[src/rtl/instr_fetch_unit.sv]
// Fetch stage: holds the PC, fetches from a variable-latency instruction memory and presents the word
// to decode until it is accepted, then steps the PC using the control Branch/Jump outputs and ALU Zero.
module instr_fetch_unit #(
   parameter logic [31:0] RESET_PC      = 32'h0000_0000,
   parameter int          FETCH_TIMEOUT = 16
) (
   input  logic        CLK,
   input  logic        Reset,
   output logic        imem_req,
   output logic [31:0] imem_addr,
   input  logic [31:0] imem_rdata,
   input  logic        imem_rvalid,
   output logic [31:0] Instruction,
   output logic [5:0]  Opcode,
   output logic [31:0] PCPlus4,
   output logic        InstrValid,
   input  logic        InstrAccept,
   input  logic        Branch,
   input  logic        Jump,
   input  logic        Zero,
   output logic        FetchError
);

   localparam int CW = $clog2(FETCH_TIMEOUT + 1);
   localparam logic [CW-1:0] CNT_LAST = CW'(FETCH_TIMEOUT - 1);

   typedef enum logic [2:0] {
      S_IDLE,
      S_REQ,
      S_WAIT,
      S_HOLD,
      S_ERR
   } state_t;

   state_t        state_q, state_d;
   logic [31:0]   pc_q, pc_d;
   logic [31:0]   instr_q, instr_d;
   logic [CW-1:0] cnt_q, cnt_d;

   logic [31:0]   pc_plus4;
   logic [31:0]   branch_off;
   logic [31:0]   next_pc;

   always_ff @(posedge CLK) begin
      if (Reset) begin
         state_q <= S_IDLE;
         pc_q    <= RESET_PC;
         instr_q <= '0;
         cnt_q   <= '0;
      end else begin
         state_q <= state_d;
         pc_q    <= pc_d;
         instr_q <= instr_d;
         cnt_q   <= cnt_d;
      end
   end

   assign pc_plus4   = pc_q + 32'd4;
   assign branch_off = {{14{instr_q[15]}}, instr_q[15:0], 2'b00};

   // Jump has priority over a taken branch
   always_comb begin
      next_pc = pc_plus4;
      if (Jump) begin
         next_pc = {pc_plus4[31:28], instr_q[25:0], 2'b00};
      end else if (Branch && Zero) begin
         next_pc = pc_plus4 + branch_off;
      end
   end

   always_comb begin
      state_d = state_q;
      pc_d    = pc_q;
      instr_d = instr_q;
      cnt_d   = cnt_q;
      case (state_q)
         S_IDLE: state_d = S_REQ;
         S_REQ: begin
            cnt_d   = '0;
            state_d = S_WAIT;
         end
         S_WAIT: begin
            if (imem_rvalid) begin
               instr_d = imem_rdata;
               state_d = S_HOLD;
            end else begin
               cnt_d = cnt_q + CW'(1);
               if (cnt_q == CNT_LAST) begin
                  state_d = S_ERR;
               end
            end
         end
         S_HOLD: begin
            if (InstrAccept) begin
               pc_d    = next_pc;
               state_d = S_REQ;
            end
         end
         S_ERR:   state_d = S_ERR;
         default: state_d = S_IDLE;
      endcase
   end

   assign imem_req    = (state_q == S_REQ);
   assign imem_addr   = pc_q;
   assign Instruction = instr_q;
   assign Opcode      = instr_q[31:26];
   assign PCPlus4     = pc_plus4;
   assign InstrValid  = (state_q == S_HOLD);
   assign FetchError  = (state_q == S_ERR);

endmodule

[config.mk]
export PLATFORM = sky130hd
export DESIGN_NAME = instr_fetch_unit
export DESIGN_NICKNAME = d
export VERILOG_FILES = /design/src/rtl/instr_fetch_unit.sv
export SDC_FILE = /design/constraint.sdc
export NUM_CORES = 1
export LEC_CHECK = 0
export CAP_MARGIN = 20
export CORE_AREA = 4 4 178 137
export CTS_CLUSTER_SIZE = 12
export DETAILED_ROUTE_END_ITERATION = 8
export DIE_AREA = 0 0 182 141
export SETUP_SLACK_MARGIN = 0.5
export SYNTH_ARGS = -nofsm -noshare
export SYNTH_HDL_FRONTEND = slang
export SYNTH_SLANG_ARGS = --single-unit
[constraint.sdc]
create_clock -name CLK -period 5.5 [get_ports CLK]
set_input_delay 0.55 -clock CLK [delete_from_list [all_inputs] [get_ports CLK]]
set_output_delay 0.55 -clock CLK [all_outputs]
set_load 0.01 [all_outputs]
-- Yosys cells after proc, flatten, opt, wreduce, memory -nomap -nowiden
Index checks and enable logic that the tools add are counted.
- register bits: 72
- latch bits: 0
- bits in writable memories: 0
- ROM bits: 0
- bits of input ports: 39
- memories: 0
- add/subtract/negate cells: 3
- multipliers: 0
- divide/modulo/power cells: 0
- order comparisons: 0
- equality and inequality tests: 8
- shift operators: 0
- muxes and demuxes: 8
- bitwise operators: 0
- reduce and logical (&&, ||, !) cells: 7
- operators with widths (cell ; number):
    two-way mux 32 bit ; 2
    adder 32 x 3 -> 32 bit, second input constant ; 1
    adder 32 bit ; 1
    case mux 3 bit (5 select lines) ; 1
    case mux 5 bit (2 select lines) ; 1
    two-way mux 3 bit ; 3
    AND reduction 2 bit ; 4
    == test 3 x 2 -> 1 bit, second input constant ; 2
    adder 5 x 1 -> 5 bit, second input constant ; 1
    == test 5 x 4 -> 1 bit, second input constant ; 1
    two-way mux 5 bit ; 1
    == test 3 x 1 -> 1 bit, second input constant ; 1
    == test 3 bit, second input constant ; 1
    logical NOT 3 bit ; 1
    != test 3 bit, second input constant ; 1
    != test 2 x 1 -> 1 bit, second input constant ; 1
    != test 2 bit, second input constant ; 1
    nonzero test 2 bit ; 1
    logical AND 1 bit ; 1

-- Longest topological paths before layout
- depth after elaboration: 4
- gate-level depth with buffers: 16
- gate-level depth less buffers: 15

-- Least setup slack after synthesis
OpenSTA, ideal clock, no wires.
- path kind: reg-to-reg
- from: register pc_q[2] (netlist: imem_addr[2])
- to: register pc_q[29] (netlist: imem_addr[29])
- arrival: 3.864 ns
- slack: 1.507 ns
- stages on the path, launching flop included: 16
- cell sequence: dfxtp_1 -> ha_1 -> inv_1 -> or4_1 -> nor3_1 -> nand4_1 -> xnor2_1 -> ha_1 -> clkbuf_1 -> nand2_1 -> or4_1 -> o22a_1 -> o21a_1 -> and4b_1 -> o31ai_1 -> nand3_1
- word-level cells in the longest chain between the ends: 4
- RTL lines (item ; line ; text):
    start: declaration ; 36 ; logic [31:0] pc_q, pc_d;
    start signal: assignment ; 52 ; pc_q <= pc_d;
    adder 32 x 3 -> 32 bit ; 58 ; assign pc_plus4 = pc_q + 32'd4;
    named net PCPlus4[22] ; 15 ; output logic [31:0] PCPlus4,
    adder 32 bit ; 67 ; next_pc = pc_plus4 + branch_off;
    two-way mux 32 bit ; 66 ; end else if (Branch && Zero) begin
    two-way mux 32 bit ; 64 ; if (Jump) begin
The timed path passes the listed nets, and every way through them passes these cells.
A chain may end at the register's enable or synchronous reset.

-- Worst setup path in the final report
- from: register pc_q[2] (netlist: imem_addr[2])
- to: register pc_q[27] (netlist: imem_addr[27])
- word-level cells in the longest chain between the ends: 4
- RTL lines (item ; line):
    adder 32 x 3 -> 32 bit * ; 58
    adder 32 bit ; 67
    two-way mux 32 bit * ; 66
    two-way mux 32 bit * ; 64
Every way passes the cells marked *; elsewhere a longest branch is shown, timed or not.

==> flow_summary.json <==
{
  "die_area_sq_um": 25700,
  "clock_skew_ps": 10.1,
  "outcome": "finished clean",
  "tightest_slew_ps": 877,
  "placementRows": 48,
  "vias": 5813,
  "grt_max_degree": 41,
  "multi_input_area_sq_um": 3720,
  "cts_root_buffer": "clkbuf_16",
  "pwr-share-clk_pct": 42.5,
  "postCtsSetupBuffers": 0,
  "cts_sinks": 70,
  "ys_ff_latch": 70,
  "cts_max_level": 3,
  "via_per_inst": 5.07,
  "post_cts_resized": 0,
  "core_sq_um": 22600,
  "comb_power_share_pct": 16.5,
  "r2r-start": "imem_addr[2]",
  "antenna_found_initial": 1,
  "synth_top_area_cell": "dfxtp_1",
  "synthCells": 725,
  "final-hold-violation-count": 0,
  "area_growth_pct": 35.4,
  "chipHeight_um": 141,
  "avgSynthCellArea_sq_um": 7.43,
  "setup_viol": 0,
  "p_leak_nw": 2.69,
  "die_width_um": 182,
  "crit_type": "reg -> reg",
  "netlist_area_sq_um": 5380,
  "yosysTopAreaCellShare_pct": 26.0,
  "drive_gt1_share_pct": 4.61,
  "gp_congestion": 0.907,
  "min_from": "Instruction[15]",
  "drtPass1Iterations": 6,
  "worstPathRequired_ps": 5700,
  "synth-edff-count": 0,
  "holdWs_ps": 461,
  "hold_buffers": 0,
  "fin_nets": 921,
  "synth_async_sr_flop_share_pct": 0,
  "grt_pass1_vias": 5560,
  "path_clk_slew_ps": 60,
  "synth-main-ff-cell": "dfxtp_1",
  "seq_area_frac_synth_pct": 26.0,
  "clockBufferDepth": 2,
  "hpwlAfterDp_mm": 15.5,
  "grt_pass1_wl_mm": 31.5,
  "swShare_pct": 27.7,
  "drt_iter0_markers": 434,
  "cts_tree": "done",
  "start_util_pct": 23.8,
  "fin_crit_ps": 4310,
  "wl_per_cell_um": 17.5,
  "power_switching_uw": 368,
  "fmax_mhz": 232,
  "worstPathArrival_ps": 4520,
  "crit_slowest_cell": "or4_1",
  "crit_path_max_fanout": 7,
  "regArea_sq_um": 1400,
  "yosysWarningCount": 0,
  "fill_cells": 2395,
  "yosys-top-cells-area": "dfxtp_1 (26%), nand2_1 (9.8%), ha_1 (8.8%)",
  "cts-buffers-inserted": 9,
  "powerDensity_nw_per_um2": 182,
  "hold_class": "reg -> reg",
  "port_buffers": 139,
  "synth_cell_types": 68,
  "report.final.slew_viol_count": 0,
  "rsz0062_at_grt": "false",
  "post-route-period-util_pct": 78.4,
  "seq_power_share_pct": 40.9,
  "worstSetupStartpointType": "flop",
  "io_pins": 144,
  "grtUsageTotal_pct": 15.3,
  "ant_nets": 0,
  "worstPathCellList": "ha_1, inv_1, or4_1, nor3_1, nand2_1, xnor2_1, ha_1, a21oi_1, o21ai_0, a31oi_1, o22a_1, o21a_1, mux2i_1, o21ai_0, nor4b_1",
  "post-route-drc-count": 0,
  "startpoint": "imem_addr[2]",
  "slew_headroom_pct": 41.5,
  "diodes": 0,
  "grt_overflow": 0,
  "cap_violations": 0,
  "slowest_delay_ps": 610,
  "critPathCaptureType": "flop",
  "final_cells": 1146,
  "drt-total-wl_mm": 20.0,
  "fin_setup_tns_ps": 0,
  "p_int_uw": 960,
  "clock_latency_ps": 340,
  "ir_drop_uv": 149,
  "placed_cells": 1132
}
worst paths after layout:
kind / end / slack [ps] / cells past startpoint
max: imem_addr[27] / 1190 / 15
min reg2reg: Instruction[15] / 460 / 2
max reg2reg: imem_addr[27] / 1190 / 15
min: Instruction[15] / 460 / 2
power by group through the flow:
stage          Clock [mW]  Combinational, mW  Sequential, mW
2_1_floorplan           0              0.114           0.554
3_5_place_dp            0              0.219           0.554
3_3_place_gp            0              0.218           0.554
6_report            0.565              0.219           0.544
5_1_grt             0.599              0.240           0.546
4_1_cts             0.582              0.220           0.543
kinds of logic (layout without fill, tap and decap cells):
logic type / after synthesis / count (layout) / synth area share (%)
AOI/OAI and AO/OA: 207 / 207 / 24.6
xor gates and xnor gates: 52 / 52 / 8.95
adders and majority gates: 39 / 39 / 9.20
buffers and inverters: 62 / 180 / 5.11
DFF: 70 / 70 / 26.0
muxes: 3 / 3 / 0.558
other: 1 / 4 / 0.0697
and+or+nand+nor: 291 / 291 / 25.4
sequential cells by signal (all words and copies together), names as in the netlist:
register / cells
cnt_q: 5
Instruction: 32
imem_addr: 30
state_q: 3
Yosys cell counts (7+ instances only):
cell / instances
a21o_1: 10
a21oi_1: 82
a31oi_1: 8
and3_1: 10
buf_4: 11
clkbuf_1: 29
dfxtp_1: 70
ha_1: 38
inv_1: 18
nand2_1: 141
nand2b_1: 8
nand3_1: 22
nor2_1: 45
nor3_1: 18
nor4_1: 7
o211ai_1: 11
o21ai_0: 28
o22ai_1: 8
xnor2_1: 36
xor2_1: 14
area by class of cell:
type / instances / area share, %
Multi-Input combinational cell: 596 / 51.0
Timing Repair Buffer: 148 / 19.9
Sequential cell: 70 / 19.2
Tap cell: 300 / 5.15
Clock buffer: 13 / 3.71
Inverter: 18 / 0.927
Clock inverter: 1 / 0.0686
worst max-delay path, delay by kind of cell (launching register included):
kind,cells,cell delay [ps]
buffers and inverters,1,80
AND/OR/NAND/NOR,4,1190
adder cells (fa/ha/maj),2,610
AO/OA/AOI/OAI,6,1300
flip-flops,1,450
multiplexers,1,210
XOR/XNOR,1,350
routing by layer:
layer,global-route usage (%),wire length [um]
met2,22.9,8500
met5,0,13
met4,5.05,470
met1,21.3,9350
met3,4.20,1670
metrics by stage:
| step | util (%) | instance area (sq um) | setup WS [ps] | power, mW |
|---|---|---|---|---|
| CTS | 32.2 | 7290 | 1250 | 1.34 |
| global route | 32.2 | 7290 | 795 | 1.39 |
| global placement | 31.0 | 7020 | 1390 | 0.772 |
| finish | 32.2 | 7290 | 1190 | 1.33 |
| floorplan | - | 5400 | 1510 | 0.668 |
| detailed placement | 31.0 | 7020 | 1270 | 0.773 |
cells in the final DEF (no fill, tap or decap), drive strengths merged, types with 4 or more instances in the layout:
cell type        n
dfxtp           70
inv             18
a21oi           82
o31ai            4
a31oi            8
nand3           22
o21ai           28
or3              6
and2             5
or2              4
nand2b           8
clkdlybuf4s50  138
a2111oi          5
nor3            18
o22ai            8
o21bai           4
buf             10
nor2            45
a211oi           6
o21a             5
and3            11
a21o            10
ha              38
xor2            16
clkbuf          13
nor4             8
nor3b            4
nand4            7
nand2          141
conb             4
and4             4
xnor2           36
o211ai          11
No activity file was read; power rests on OpenSTA's default activity.
